<file path="config.mk">
export PLATFORM = sky130hd
export DESIGN_NAME = s38584_g7xx_chain_seq_flat
export DESIGN_NICKNAME = d
export VERILOG_FILES = /design/src/rtl/s38584_g7xx_chain_seq_if.sv /design/src/rtl/s38584_g7xx_chain_seq.sv /design/src/flat_wrapper.sv
export SDC_FILE = /design/constraint.sdc
export NUM_CORES = 1
export LEC_CHECK = 0
export ABC_CLOCK_PERIOD_IN_PS = 3100
export CAP_MARGIN = 20
export CORE_ASPECT_RATIO = 1.1
export CORE_UTILIZATION = 35
export CTS_CLUSTER_DIAMETER = 120
export DETAILED_ROUTE_END_ITERATION = 8
export GPL_ROUTABILITY_DRIVEN = 1
export PLACE_DENSITY_LB_ADDON = 0.15
export SETUP_SLACK_MARGIN = 0.05
export SYNTH_ARGS = -nofsm -noshare
export SYNTH_HDL_FRONTEND = slang
export SYNTH_SLANG_ARGS = --single-unit
</file>
<file path="constraint.sdc">
create_clock -name CK -period 3.1 [get_ports CK]
set_input_delay 0.93 -clock CK [delete_from_list [all_inputs] [get_ports CK]]
set_output_delay 0.93 -clock CK [all_outputs]
set_load 0.02 [all_outputs]
</file>
<file path="src/rtl/s38584_g7xx_chain_seq_if.sv">
// Bundle of the g7xx chain control strobes and status outputs.
// The master side is the environment and the slave side is the chain sequencer.
interface s38584_g7xx_chain_seq_if #(
  parameter int STAGES = 13
);
  // Strobes are level-sampled on every CK edge.
  // start is honoured only in IDLE, step only in RUN and done_ack only in DONE.
  // g554 low forces RUN or DONE back to IDLE.
  logic              g554;
  logic              arm_q;
  logic              start;
  logic              step;
  logic              done_ack;
  logic [STAGES-1:0] stage_q;
  logic              g807;
  logic              busy;
  logic              abort_p;
  logic [1:0]        state_dbg;  // 0 idle, 1 run, 2 done

  modport master (
    output g554, arm_q, start, step, done_ack,
    input  stage_q, g807, busy, abort_p, state_dbg
  );

  modport slave (
    input  g554, arm_q, start, step, done_ack,
    output stage_q, g807, busy, abort_p, state_dbg
  );
endinterface

</file>
<file path="src/rtl/s38584_g7xx_chain_seq.sv">
// Sequencer for the g7xx stage chain: a one-hot token walks g739..g802 and then raises g807.
// The optional stall watchdog is enabled by defining S38584_CHAIN_TIMEOUT_EN.
module s38584_g7xx_chain_seq #(
  parameter int STAGES  = 13,
  parameter int TIMEOUT = 64
) (
  input logic                      CK,
  input logic                      g35,
  s38584_g7xx_chain_seq_if.slave   bus
);
  localparam int POS_W = $clog2(STAGES);

  typedef enum logic [1:0] {
    ST_IDLE = 2'd0,
    ST_RUN  = 2'd1,
    ST_DONE = 2'd2
  } state_e;

  if (STAGES < 2 || STAGES > 32) begin : g_bad_stages
    $error("s38584_g7xx_chain_seq: STAGES must be in 2..32");
  end
  if (TIMEOUT < 2) begin : g_bad_timeout
    $error("s38584_g7xx_chain_seq: TIMEOUT must be at least 2");
  end

  state_e            state_q, state_d;
  logic [POS_W-1:0]  pos_q, pos_d;
  logic [STAGES-1:0] token_q, token_d;
  logic              g807_q, g807_d;
  logic              busy_q, busy_d;
  logic              abort_q, abort_d;
  logic              last_pos;
  logic              stall_abort;
  logic              abort_req;

  assign last_pos = (pos_q == POS_W'(STAGES - 1));

`ifdef S38584_CHAIN_TIMEOUT_EN
  localparam int WD_W = $clog2(TIMEOUT) + 1;
  logic [WD_W-1:0] wd_q, wd_d;

  // A step in the expiry cycle counts as progress, so it suppresses the abort.
  assign stall_abort = (state_q == ST_RUN) && !bus.step && (wd_q == WD_W'(TIMEOUT - 1));
`else
  assign stall_abort = 1'b0;
`endif

  assign abort_req = ((state_q != ST_IDLE) && !bus.g554) || stall_abort;

  always_comb begin
    state_d = state_q;
    pos_d   = pos_q;
    token_d = token_q;
    g807_d  = g807_q;
    busy_d  = busy_q;
    abort_d = 1'b0;
`ifdef S38584_CHAIN_TIMEOUT_EN
    wd_d    = wd_q;
`endif
    if (abort_req) begin
      state_d = ST_IDLE;
      pos_d   = '0;
      token_d = '0;
      g807_d  = 1'b0;
      busy_d  = 1'b0;
      abort_d = 1'b1;
    end else begin
      case (state_q)
        ST_IDLE: begin
          pos_d   = '0;
          token_d = '0;
          g807_d  = 1'b0;
          busy_d  = 1'b0;
          if (bus.start && bus.arm_q && bus.g554) begin
            state_d = ST_RUN;
            token_d = {{(STAGES-1){1'b0}}, 1'b1};
            busy_d  = 1'b1;
`ifdef S38584_CHAIN_TIMEOUT_EN
            wd_d    = '0;
`endif
          end
        end
        ST_RUN: begin
          if (bus.step) begin
`ifdef S38584_CHAIN_TIMEOUT_EN
            wd_d = '0;
`endif
            if (last_pos) begin
              state_d = ST_DONE;
              token_d = '0;
              g807_d  = 1'b1;
              busy_d  = 1'b0;
            end else begin
              pos_d   = pos_q + POS_W'(1);
              token_d = token_q << 1;
            end
          end else begin
`ifdef S38584_CHAIN_TIMEOUT_EN
            wd_d = wd_q + WD_W'(1);
`endif
          end
        end
        ST_DONE: begin
          // A start arriving together with done_ack is dropped; only the return to IDLE happens.
          if (bus.done_ack) begin
            state_d = ST_IDLE;
            g807_d  = 1'b0;
          end
        end
        default: begin
          state_d = ST_IDLE;
          pos_d   = '0;
          token_d = '0;
          g807_d  = 1'b0;
          busy_d  = 1'b0;
        end
      endcase
    end
  end

  always_ff @(posedge CK) begin
    if (!g35) begin
      state_q <= ST_IDLE;
      pos_q   <= '0;
      token_q <= '0;
      g807_q  <= 1'b0;
      busy_q  <= 1'b0;
      abort_q <= 1'b0;
`ifdef S38584_CHAIN_TIMEOUT_EN
      wd_q    <= '0;
`endif
    end else begin
      state_q <= state_d;
      pos_q   <= pos_d;
      token_q <= token_d;
      g807_q  <= g807_d;
      busy_q  <= busy_d;
      abort_q <= abort_d;
`ifdef S38584_CHAIN_TIMEOUT_EN
      wd_q    <= wd_d;
`endif
    end
  end

  assign bus.stage_q   = token_q;
  assign bus.g807      = g807_q;
  assign bus.busy      = busy_q;
  assign bus.abort_p   = abort_q;
  assign bus.state_dbg = state_q;
endmodule

</file>
<file path="src/flat_wrapper.sv">
// flat-port wrapper written by rule: the top's interface ports become plain ports
module s38584_g7xx_chain_seq_flat 
#(
  parameter int STAGES  = 13,
  parameter int TIMEOUT = 64
)
  (CK, g35, bus_g554, bus_arm_q, bus_start, bus_step, bus_done_ack, bus_stage_q, bus_g807, bus_busy, bus_abort_p, bus_state_dbg);
  s38584_g7xx_chain_seq_if #(.STAGES(STAGES)) bus_i ();
  input logic CK;
  input logic g35;
  input wire logic [$bits(bus_i.g554)-1:0] bus_g554;
  input wire logic [$bits(bus_i.arm_q)-1:0] bus_arm_q;
  input wire logic [$bits(bus_i.start)-1:0] bus_start;
  input wire logic [$bits(bus_i.step)-1:0] bus_step;
  input wire logic [$bits(bus_i.done_ack)-1:0] bus_done_ack;
  output wire logic [$bits(bus_i.stage_q)-1:0] bus_stage_q;
  output wire logic [$bits(bus_i.g807)-1:0] bus_g807;
  output wire logic [$bits(bus_i.busy)-1:0] bus_busy;
  output wire logic [$bits(bus_i.abort_p)-1:0] bus_abort_p;
  output wire logic [$bits(bus_i.state_dbg)-1:0] bus_state_dbg;
  assign bus_i.g554 = bus_g554;
  assign bus_i.arm_q = bus_arm_q;
  assign bus_i.start = bus_start;
  assign bus_i.step = bus_step;
  assign bus_i.done_ack = bus_done_ack;
  assign bus_stage_q = bus_i.stage_q;
  assign bus_g807 = bus_i.g807;
  assign bus_busy = bus_i.busy;
  assign bus_abort_p = bus_i.abort_p;
  assign bus_state_dbg = bus_i.state_dbg;
  s38584_g7xx_chain_seq #(.STAGES(STAGES), .TIMEOUT(TIMEOUT)) u_core (.CK(CK), .g35(g35), .bus(bus_i));
endmodule
</file>
==> flow_results.org <==
** Drt
- The routed layout has 934 vias.
- The pre-antenna-repair detailed-routing pass consisted of 4 iterations.
- After detailed routing, the number of vias per cell comes to 5.46.
- Initial DRC Count :: 14
- Count of unresolved DRC violations after routing :: 0
- Average wire length per cell after detail routing :: 12.9 um
- Drt total wl :: 2210 um
- Remaining antenna violation count :: 0

** Synthesis
- Count of synthesis-stage warnings from yosys :: 0
- Counting flops and latches in the post-synthesis netlist gives 22.
- The synthesized design contains 0 enable-type register cells.
- Most frequent cells after synthesis :: 22 x dfxtp_1, 16 x a21oi_1, 13 x nand3_1, 12 x o21ai_0, 5 x nand2_1
- Most frequent cell after synthesis :: dfxtp_1
- The cell area that synthesis handed to floorplanning was 1050 um^2.
- In the synthesized netlist, the number of instances is 117.
- Post-synthesis sequential area ratio :: 0.419
- Avg Inst Size Synth :: 8.99 um^2
- The number of nets handed over by synthesis was 126.
- In the synthesized netlist the async set-or-reset flop fraction comes to 0.
- The share of synthesized area in the top cell type comes to 0.419.
- Cell accounting for the most synthesized area :: dfxtp_1
- By area the synthesized netlist is led by dfxtp_1 42%, a21oi_1 7.6%, nand3_1 6.2%.
- Prevailing post-synth register cell :: dfxtp_1
- After synthesis, the netlist uses 35 different library cells.

** Pwr
- The share of total power dissipated in sequential elements is 0.527.
- Psw :: 114 uW
- Total power :: 545 uW
- Leak pwr :: 0.415 nW
- IR analysis of the VDD net gives a maximum drop of 0.000298 V.
- Part of the total power dissipated in combinational logic :: 0.064
- Switching portion of total power :: 0.210
- The internal portion of the total power is 431 uW.
- For this design the ratio of total power to cell area is 411 nW/um^2.
- Of the total power, the clock network draws 0.409.

** Critical path
- Top delay family on crit path :: buffers and inverters
- Element type at the critical path end :: output port
- On the critical path, the stage with the largest delay is an instance of clkdlybuf4s50_1.
- Ordered list of cells on the worst path :: clkdlybuf4s50_1
- The setup path with the least slack is of type register to output port.
- Setup slack of the worst register-to-register path :: 1.47 ns
- Maximum single-stage delay on the critical path :: 0.68 ns
- Data on the critical path arrives at its endpoint at 1.52 ns.
- Buffer and inverter count on the worst path :: 1
- STA classifies the critical path startpoint as a register.
- Data required time of the worst path :: 2.17 ns
- Largest fanout on the critical path :: 10

** Timing
- Setup violations remaining at the end of the flow were counted as 0.
- Clock skew on the completed layout was measured at 0.00259 ns.
- Fmax achieved :: 408 MHz
- Slew headroom :: 0.557
- The smallest clock period supported by the final layout is computed as 2.45 ns.
- Final max-slew violation count :: 0
- Of the available clock period, the critical path in the final layout requires 0.791.
- Endpoints failing hold :: 0
- TNS Setup :: 0 ns
- On the final layout, the worst hold slack is 0.493 ns.
- Measured slew at the worst slew-check pin :: 0.662 ns
- Setup repair after global routing left no endpoint under its margin.

** Placed design
- Routability-driven placement finished with a final weighted congestion of 0.682.
- Post-Place Cell Area :: 1270 um^2
- HPWL reported at the end of detailed placement :: 1490 um
- In this run the tool buffered the top-level ports with 24 buffer cells.

** Clock tree
- Post-CTS clock slew at the launch and capture registers of the worst setup and hold paths :: 0.13 ns
- Post-CTS Setup Repair Bufs :: 0
- After clock tree synthesis, the repair step resized 0 gates.
- After clock tree synthesis, the flow added hold-fix buffers numbering 0.
- For this design, the sink count on the clock tree is 22.
- The cell sitting at the root of the clock tree is a clkbuf_4.
- In this run the number of H-tree levels came out at 1.
- Clock tree from TritonCTS :: built
- Clock Path Buffers :: 2
- At the later pin of the worst-skew pair, clock insertion delay measures 0.31 ns.
- TritonCTS buffer count :: 3

** Layout
- Relative to the synthesized area, the layout overhead comes to 26.2%.
- Area of the multi-input gates :: 538 um^2
- Once layout is done, the placed cells without fillers occupy 1330 um^2.
- Antenna cell count :: 0
- Sequential Area :: 440 um^2
- Fillers :: 287
- Share of cells above drive strength 1 :: 0.0797
- After the last flow step, the layout net total stands at 148.

** Floorplan
- Horizontal die dimension :: 54.3 um
- The die covers 3230 um^2.
- Floorplan row count :: 20
- For this design the top-level I/O count stands at 25.
- Starting utilization of the core area :: 0.375
- In this run the standard cell core region covers 2800 um^2.
- Die height :: 59.5 um

** Global routing
- Maximum number of pins on one net before global-route repair :: 20
- Number of antenna violations at the first check in global routing :: 0
- For this run the aggregate overflow at the end of global routing stands at 0.
- Combined global-route utilization of all metal layers :: 0.156
- Vias in the first global route :: 832
- Wire length of the first global-routing pass :: 3770 um

** Min path
- Path class of the lowest-slack min-delay path :: register to register

** Status
- Status :: completed

** Job
- Max-cap violations :: 0
-- through the flow --
step,instances,setup slack (ns),util
after floorplan,117,1.33,-
after global placement,167,0.630,0.455
after detailed placement,167,0.577,0.455
after CTS,171,0.653,0.474
after global routing,171,0.588,0.474
final,171,0.649,0.474
-- cell families after synthesis --
kind of cell | Yosys count | share of synthesized area
AND/OR/NAND/NOR | 41 | 0.238
buffers and inverters | 10 | 0.0702
adder cells (fa/ha/maj) | 2 | 0.0238
AO/OA/AOI/OAI | 42 | 0.250
flip-flops | 22 | 0.419
-- power groups by stage --
stage / clock network, mW / registers [mW] / logic [mW]
6_report: 0.223 / 0.287 / 0.0349
5_1_grt: 0.241 / 0.288 / 0.0381
4_1_cts: 0.226 / 0.287 / 0.0351
3_5_place_dp: 0 / 0.294 / 0.0351
3_3_place_gp: 0 / 0.294 / 0.0346
2_1_floorplan: 0 / 0.294 / 0.0213
-- layer usage --
metal / vias up / global-route usage / wire (um)
li1: 475 / - / -
met2: 19 / 0.226 / 934
met3: 2 / 0.0231 / 74
met1: 438 / 0.225 / 1180
met5: - / 0 / 0
met4: 0 / 0.0659 / 18
-- area by class of cell --
| class | count | share of cell area |
|---|---|---|
| flip-flops and latches | 22 | 0.332 |
| clock buffers | 3 | 0.0170 |
| inverters | 2 | 0.00566 |
| repair buffers | 25 | 0.187 |
| well taps | 33 | 0.0311 |
| multi-input cells | 85 | 0.405 |
| clock inverters | 1 | 0.0226 |
-- cell usage in the layout (no fill, tap or decap), types with 2 or more instances in the layout --
master / count
a21oi_1: 16
a31oi_1: 3
and3_1: 2
and4_1: 2
clkbuf_4: 3
clkdlybuf4s50_1: 24
dfxtp_1: 22
ha_1: 2
inv_1: 2
nand2_1: 5
nand2b_1: 2
nand3_1: 13
nand3b_1: 3
nand4_1: 2
nor2_1: 2
nor2b_1: 3
o21ai_0: 12
o21ai_1: 2
o22ai_1: 2
-- flip-flops by register name, summed over array words and instances (netlist names) --
name,flops
u_core.bus.stage_q,13
u_core.pos_q,4
u_core.bus.state_dbg,2
u_core.bus.abort_p,1
u_core.bus.busy,1
u_core.bus.g807,1
-- path summary, 6_finish.rpt --
check	start	end	cells past startpoint
setup / recovery	u_core.bus.state_dbg[1]$_SDFFE_PP0P_	bus_state_dbg[1]	1
hold / removal	u_core.bus.stage_q[3]$_SDFFE_PP0P_	u_core.bus.stage_q[4]$_SDFFE_PP0P_	2
setup reg to reg	u_core.pos_q[0]$_SDFFE_PP0P_	u_core.pos_q[0]$_SDFFE_PP0P_	5
hold reg to reg	u_core.bus.stage_q[3]$_SDFFE_PP0P_	u_core.bus.stage_q[4]$_SDFFE_PP0P_	2
(Power assumes the default switching activity.)
